### config.mk
export PLATFORM = sky130hd
export DESIGN_NAME = cordic_seq_ctrl_flat
export DESIGN_NICKNAME = d
export VERILOG_FILES = /design/src/rtl/cordic_seq_ctrl_if.sv /design/src/rtl/cordic_seq_ctrl.sv /design/src/flat_wrapper.sv
export SDC_FILE = /design/constraint.sdc
export NUM_CORES = 1
export LEC_CHECK = 0
export ABC_CLOCK_PERIOD_IN_PS = 4580
export CAP_MARGIN = 20
export CORE_MARGIN = 8
export CORE_UTILIZATION = 35
export DETAILED_ROUTE_END_ITERATION = 10
export DONT_BUFFER_PORTS = 1
export HOLD_SLACK_MARGIN = 0.15
export PLACE_DENSITY = 0.47
export RECOVER_POWER = 25
export SYNTH_ARGS = -nofsm -noshare
export SYNTH_HDL_FRONTEND = slang
export SYNTH_SLANG_ARGS = --single-unit
### constraint.sdc
create_clock -name clk -period 4.58 [get_ports clk]
set_input_delay 1.374 -clock clk [delete_from_list [all_inputs] [get_ports clk]]
set_output_delay 1.374 -clock clk [all_outputs]
set_load 0.02 [all_outputs]
### src/rtl/cordic_seq_ctrl_if.sv
// Custom-instruction handshake and datapath control bundle for the CORDIC sequencer.
// The slave modport is the sequencer; master is the Nios II side plus the datapath.
interface cordic_seq_ctrl_if;
   logic        clk_en;
   logic        start;
   logic [31:0] dataa;
   logic        done;
   logic [31:0] result;
   logic        busy;
   logic [31:0] dp_angle;
   logic        dp_pre_en;
   logic        dp_init;
   logic        dp_step;
   logic [4:0]  dp_iter;
   logic        dp_post_en;
   logic [31:0] dp_result;
   logic [7:0]  rej_cnt;

   modport slave (
      input  clk_en, start, dataa, dp_result,
      output done, result, busy, dp_angle, dp_pre_en, dp_init, dp_step,
             dp_iter, dp_post_en, rej_cnt
   );

   modport master (
      output clk_en, start, dataa, dp_result,
      input  done, result, busy, dp_angle, dp_pre_en, dp_init, dp_step,
             dp_iter, dp_post_en, rej_cnt
   );
endinterface

### src/rtl/cordic_seq_ctrl.sv
// Sequencer for the iterative CORDIC cosine datapath: PRE -> N_ITER rotations -> POST,
// with a start/done custom-instruction handshake and registered control outputs.
module cordic_seq_ctrl #(
   parameter int N_ITER      = 22,
   parameter int PRE_CYCLES  = 2,
   parameter int POST_CYCLES = 3
) (
   input  logic              clk,
   input  logic              reset,
   cordic_seq_ctrl_if.slave  bus
);

   typedef enum logic [2:0] {IDLE, PRE, ITER, POST, DONE} state_t;

   localparam logic [4:0] PRE_LAST  = 5'(PRE_CYCLES - 1);
   localparam logic [4:0] ITER_LAST = 5'(N_ITER - 1);
   localparam logic [4:0] POST_LAST = 5'(POST_CYCLES - 1);

   state_t     state;
   logic [4:0] cnt;

   // NOTE: every register, including result and dp_angle, is async-reset so an aborted
   // operation leaves nothing stale; all state updates use non-blocking assignments.
   always_ff @(posedge clk or posedge reset) begin
      if (reset) begin
         state          <= IDLE;
         cnt            <= '0;
         bus.done       <= 1'b0;
         bus.busy       <= 1'b0;
         bus.result     <= '0;
         bus.dp_angle   <= '0;
         bus.dp_pre_en  <= 1'b0;
         bus.dp_init    <= 1'b0;
         bus.dp_step    <= 1'b0;
         bus.dp_iter    <= '0;
         bus.dp_post_en <= 1'b0;
         bus.rej_cnt    <= '0;
      end else if (bus.clk_en) begin
         if (bus.start && state != IDLE && bus.rej_cnt != 8'hFF)
            bus.rej_cnt <= bus.rej_cnt + 8'd1;

         unique case (state)
            IDLE: begin
               if (bus.start) begin
                  bus.dp_angle  <= bus.dataa;
                  cnt           <= '0;
                  state         <= PRE;
                  bus.busy      <= 1'b1;
                  bus.dp_pre_en <= 1'b1;
               end
            end

            PRE: begin
               if (cnt == PRE_LAST) begin
                  cnt           <= '0;
                  state         <= ITER;
                  bus.dp_pre_en <= 1'b0;
                  bus.dp_step   <= 1'b1;
                  bus.dp_init   <= 1'b1;
                  bus.dp_iter   <= '0;
               end else begin
                  cnt <= cnt + 5'd1;
               end
            end

            ITER: begin
               bus.dp_init <= 1'b0;
               if (cnt == ITER_LAST) begin
                  cnt            <= '0;
                  state          <= POST;
                  bus.dp_step    <= 1'b0;
                  bus.dp_iter    <= '0;
                  bus.dp_post_en <= 1'b1;
               end else begin
                  cnt         <= cnt + 5'd1;
                  bus.dp_iter <= cnt + 5'd1;
               end
            end

            POST: begin
               // dp_result is only guaranteed valid in the final POST cycle.
               if (cnt == POST_LAST) begin
                  cnt            <= '0;
                  state          <= DONE;
                  bus.result     <= bus.dp_result;
                  bus.dp_post_en <= 1'b0;
                  bus.done       <= 1'b1;
               end else begin
                  cnt <= cnt + 5'd1;
               end
            end

            DONE: begin
               state    <= IDLE;
               bus.done <= 1'b0;
               bus.busy <= 1'b0;
            end

            default: state <= IDLE;
         endcase
      end
   end

endmodule

### src/flat_wrapper.sv
// flat-port wrapper written by rule: the top's interface ports become plain ports
module cordic_seq_ctrl_flat 
#(
   parameter int N_ITER      = 22,
   parameter int PRE_CYCLES  = 2,
   parameter int POST_CYCLES = 3
)
  (clk, reset, bus_clk_en, bus_start, bus_dataa, bus_dp_result, bus_done, bus_result, bus_busy, bus_dp_angle, bus_dp_pre_en, bus_dp_init, bus_dp_step, bus_dp_iter, bus_dp_post_en, bus_rej_cnt);
  cordic_seq_ctrl_if bus_i ();
  input  logic clk;
  input  logic reset;
  input wire logic [$bits(bus_i.clk_en)-1:0] bus_clk_en;
  input wire logic [$bits(bus_i.start)-1:0] bus_start;
  input wire logic [$bits(bus_i.dataa)-1:0] bus_dataa;
  input wire logic [$bits(bus_i.dp_result)-1:0] bus_dp_result;
  output wire logic [$bits(bus_i.done)-1:0] bus_done;
  output wire logic [$bits(bus_i.result)-1:0] bus_result;
  output wire logic [$bits(bus_i.busy)-1:0] bus_busy;
  output wire logic [$bits(bus_i.dp_angle)-1:0] bus_dp_angle;
  output wire logic [$bits(bus_i.dp_pre_en)-1:0] bus_dp_pre_en;
  output wire logic [$bits(bus_i.dp_init)-1:0] bus_dp_init;
  output wire logic [$bits(bus_i.dp_step)-1:0] bus_dp_step;
  output wire logic [$bits(bus_i.dp_iter)-1:0] bus_dp_iter;
  output wire logic [$bits(bus_i.dp_post_en)-1:0] bus_dp_post_en;
  output wire logic [$bits(bus_i.rej_cnt)-1:0] bus_rej_cnt;
  assign bus_i.clk_en = bus_clk_en;
  assign bus_i.start = bus_start;
  assign bus_i.dataa = bus_dataa;
  assign bus_i.dp_result = bus_dp_result;
  assign bus_done = bus_i.done;
  assign bus_result = bus_i.result;
  assign bus_busy = bus_i.busy;
  assign bus_dp_angle = bus_i.dp_angle;
  assign bus_dp_pre_en = bus_i.dp_pre_en;
  assign bus_dp_init = bus_i.dp_init;
  assign bus_dp_step = bus_i.dp_step;
  assign bus_dp_iter = bus_i.dp_iter;
  assign bus_dp_post_en = bus_i.dp_post_en;
  assign bus_rej_cnt = bus_i.rej_cnt;
  cordic_seq_ctrl #(.N_ITER(N_ITER), .PRE_CYCLES(PRE_CYCLES), .POST_CYCLES(POST_CYCLES)) u_core (.clk(clk), .reset(reset), .bus(bus_i));
endmodule
Word level (Yosys, flattened, before mapping)
Index checks and enable logic that the tools add are counted.
{"block": "totals", "regBits": 91, "inputBits": 68, "out_inout_bits": 83, "wordCells": 72}
{"block": "classes", "n_addsub": 2, "n_eq_ne": 12, "n_mux": 25, "reduce_logical": 21}
{"op": "5-bit 2-to-1 mux", "n": 5}
{"op": "5-bit one-hot mux with 4 select lines", "n": 1}
{"op": "3-bit AND reduction", "n": 6}
{"op": "3-bit 2-to-1 mux", "n": 4}
{"op": "1-bit one-hot mux with 2 select lines", "n": 6}
{"op": "3-bit one-hot mux with 4 select lines", "n": 1}
{"op": "4-bit AND reduction", "n": 3}
{"op": "5-bit one-hot mux with 2 select lines", "n": 1}
{"op": "2-bit nonzero test", "n": 5}
{"op": "8-bit by 1-bit adder with 8-bit output, second input constant", "n": 1}
{"op": "8-bit != test, second input constant", "n": 1}
{"op": "1-bit 2-to-1 mux", "n": 7}
{"op": "3-bit by 2-bit == test with 1-bit output, second input constant", "n": 2}
{"op": "2-bit by 1-bit != test with 1-bit output, second input constant", "n": 3}
{"op": "5-bit by 1-bit adder with 5-bit output, second input constant", "n": 1}
{"op": "5-bit by 1-bit == test with 1-bit output, second input constant", "n": 1}
{"op": "5-bit by 2-bit == test with 1-bit output, second input constant", "n": 1}
{"op": "5-bit == test, second input constant", "n": 1}
{"op": "5-bit AND reduction", "n": 1}
{"op": "4-bit nonzero test", "n": 1}
{"op": "3-bit by 1-bit == test with 1-bit output, second input constant", "n": 1}
{"op": "3-bit == test, second input constant", "n": 1}
{"op": "3-bit logical NOT", "n": 1}
{"op": "3-bit nonzero test", "n": 1}
{"op": "3 further kinds", "n": 4}

Depth between registers and ports, before layout
{"block": "depth", "word_depth": 4, "mapped_depth": 6, "depth_no_buf": 6}

Least setup slack after synthesis
No wires, ideal clock.
{"block": "synth_timing", "path_type": "input to register", "start": "input port bus_clk_en", "end": "register u_core.bus.result[10]", "setup_ns": 0.125, "t_arrival_ns": 2.589, "required_time_ns": 4.455, "path_slack_ns": 1.866, "stages": 6, "path_buffers": 2, "cell_sequence": "nor2b_1 buf_2 nand2_1 nor3_4 buf_6 mux2_2"}
{"block": "synth_via", "elab_chain_cells": 1}
{"item": "from (decl)", "line": "flat_wrapper.sv:12", "rtl": "input wire logic [$bits(bus_i.clk_en)-1:0] bus_clk_en;"}
{"item": "3-bit AND reduction (no line)"}
{"item": "to (signal assigned)", "line": "cordic_seq_ctrl.sv:85", "rtl": "bus.result <= bus.dp_result;"}
{"item": "to (decl)", "line": "cordic_seq_ctrl_if.sv:21", "rtl": "output done, result, busy, dp_angle, dp_pre_en, dp_init, dp_step,"}
Every way passes these cells.
A chain may end at the register's enable or synchronous reset.

Final worst setup path
{"block": "layout_timing", "start": "input port bus_clk_en", "end": "register u_core.bus.result[22]"}
Same word-level chain as after synthesis.

==> results.toml <==
[critical_path]
reg2reg_to = "u_core.bus.result[22]$_DFFE_PP0P_"
required_ps = 4820
setup.worst_path.class = "in2reg"
crit_start = "bus_clk_en"
cp_max_fo = 34
arrival_ps = 3020
rr_startpoint = "u_core.state[2]$_DFFE_PP0P_"
start_kind = "primary input"
r2r_setup_slack_ps = 2370
worstRegToRegCells = 5
crit_path_end_kind = "flop"

[layout]
diodes = 0
area_growth_pct = 8.188
layout_common_cells = "91 x dfrtp_1, 65 x mux2_2, 11 x nand2_1"
nFillCells = 987
fin_nets = 344
layout-drive-gt1-share_pct = 31.41
final_common_cell = "dfrtp_1"

[clock_network]
postCtsSetupBuffers = 0
cts_resized = 0
clkTransAtPathRegs_ps = 90
clkLatencyLatePin_ps = 350
htree_levels = 3
cts_max_path_buffers = 2
ctsHoldBuffers = 0
cts_inserted_buffers = 9
cts_sinks = 91
cts_tree = "done"
cts-root-buf = "clkbuf_8"

[grt]
grt_antenna_before_repair = 0
grt_pass1_vias = 2336
grt.busiest_layer = "met2"
track_usage_pct = 11.81
grtUsageMet2_pct = 17.95
grt_max_degree = 35
grt.met1_usage_pct = 13.25
globalRouteOverflowTotal = 0
grt_pass1_wl_um = 13340
met3_usage_pct = 7.180

[timing]
rsz0062_at_grt = "no"
finalCritPeriodShare_pct = 60.73
hold_violations = 0
final.setup.tns_ps = 0
fin_crit_ps = 2782
tightest_slew_ps = 1398
slew_viol_final = 0
slew_headroom_pct = 6.295
worst_hold_slack_ps = 572.1
final.setup_skew_ps = 6.433
setup_viol = 0
clock.fmax_mhz = 359.5

[route]
antenna_left = 0
vias_per_cell = 5.077
firstDrtPassIters = 4
drt_iter0_markers = 128
vias = 2097
remaining_drc_errors = 0
wire_per_inst_um = 20.04
wl_um = 8276

[worst_hold_path]
whs_path_depth = 1
hp-class = "reg2reg"
hold_end = "u_core.bus.busy$_DFFE_PP0P_"
worstHoldStart = "u_core.state[2]$_DFFE_PP0P_"

[synth]
yosysSeqAreaShare_pct = 61.07
synth.largest_area_cell = "dfrtp_1"
synth_top_area_share_pct = 61.07
ys_async_sr_fraction_pct = 100.0
ys_types = 40
synth-seq-cells = 91
synth.area.top_cells = "dfrtp_1 61%, mux2_2 20%, xor2_1 1.6%"
synth_nets = 339
synth.cell_area_um2 = 3729
netlist_instances = 267
synth_edf_count = 0
syn_area_per_cell_um2 = 13.96
yosys_warnings = 0
synth_ff_type = "dfrtp_1"

[power]
power.density_nw_per_um2 = 711.3
p_leak_nw = 1.819
irDropWorstVdd_v = 0.0002767

[placed_design]
place_hpwl_um = 6172
gp_congestion = 0.7497
io_buffers = 0

[die]
core_area_um2 = 10320
io-pin-count = 151
dieArea_um2 = 14210
fp.dieH_um = 119.2
initial_utilization_pct = 36.12
rows = 37
die_w_um = 119.2

[status]
status = "finished clean"

[flow_run]
cap_viol_max_count = 0
-- stage by stage --
stage               cell area, µm²  worst slack [ps]  total power, mW  instances  utilization [%]
detailed placement            3866              1424            2.423        397            37.45
global route                  4034              1718            3.065        413            39.07
floorplan                     3729             842.4            2.227        267                -
CTS                           4034              1806            2.935        413            39.07
global placement              3866              1480            2.405        397            37.45
finish                        4034              1798            2.869        413            39.07
-- layout make-up --
class                      count  area, µm²  share of cell area, %
sequential                    91       2277                  56.45
multi-input combinational    155       1343                  33.28
tap                          136      170.2                  4.218
clock buffer                  10      127.6                  3.164
clock inverter                 6      40.04                 0.9926
inverter                      10      38.79                 0.9615
timing repair buffer           5      37.54                 0.9305
-- worst max-delay path: stages --
cell and delay, ps:
nor2b_1 450, nand2_1 200, nor3_4 180, buf_4 390, mux2_2 390
-- power by group --
| group | leakage (nW) | switching [mW] | internal [mW] |
|---|---|---|---|
| Sequential | 1.13 | 0.681 | 1.13 |
| Combinational | 0.599 | 0.240 | 0.329 |
| Clock | 0.0868 | 0.291 | 0.199 |
-- Yosys cell counts, drive strengths merged (2+ instances only) --
cell type   n
o21ai       7
nand2      11
dfrtp      91
and2        2
nor3        7
nor2b       2
o2bb2ai     4
xnor2       3
ha          4
nor2        6
inv        10
mux2i       2
o31ai       2
a41o        2
buf         9
nand3       6
a31oi       2
xor2        7
clkbuf      2
mux2       66
a21o        2
o21a        2
a21oi       4
-- worst max-delay path by stage --
stage	end	slack (ps)	cells after the start
final	u_core.bus.result[22]$_DFFE_PP0P_	1800	5
after global routing	u_core.bus.result[22]$_DFFE_PP0P_	1720	5
after CTS	u_core.bus.result[9]$_DFFE_PP0P_	1810	5
after detailed placement	u_core.bus.result[22]$_DFFE_PP0P_	1420	5
after global placement	u_core.bus.result[3]$_DFFE_PP0P_	1480	5
after floorplan	u_core.bus.busy$_DFFE_PP0P_	840	1
-- flip-flops by register name, summed over array words and instances (netlist names) --
register / cells
u_core.bus.busy: 1
u_core.cnt: 5
u_core.state: 3
u_core.bus.done: 1
u_core.bus.result: 32
u_core.bus.rej_cnt: 8
u_core.bus.dp_angle: 32
u_core.bus.dp_step: 1
u_core.bus.dp_pre_en: 1
u_core.bus.dp_iter: 5
u_core.bus.dp_post_en: 1
u_core.bus.dp_init: 1
-- metal layers --
| layer | up-vias | wire length, µm |
|---|---|---|
| met5 | - | 0 |
| met4 | 0 | 114 |
| met3 | 9 | 1171 |
| met2 | 110 | 3735 |
| met1 | 1030 | 3254 |
| li1 | 948 | - |
-- logic make-up (layout without fill, tap and decap cells) --
logic type	count (synthesis)	in the layout	synth area share, %
xor gates and xnor gates	10	10	2.349
muxes	68	68	20.47
adders and majority gates	4	4	1.342
buffers and inverters	21	31	2.920
and+or+nand+nor	41	41	5.839
DFF	91	91	61.07
AOI/OAI and AO/OA	32	32	6.007
(Power assumes the default switching activity.)
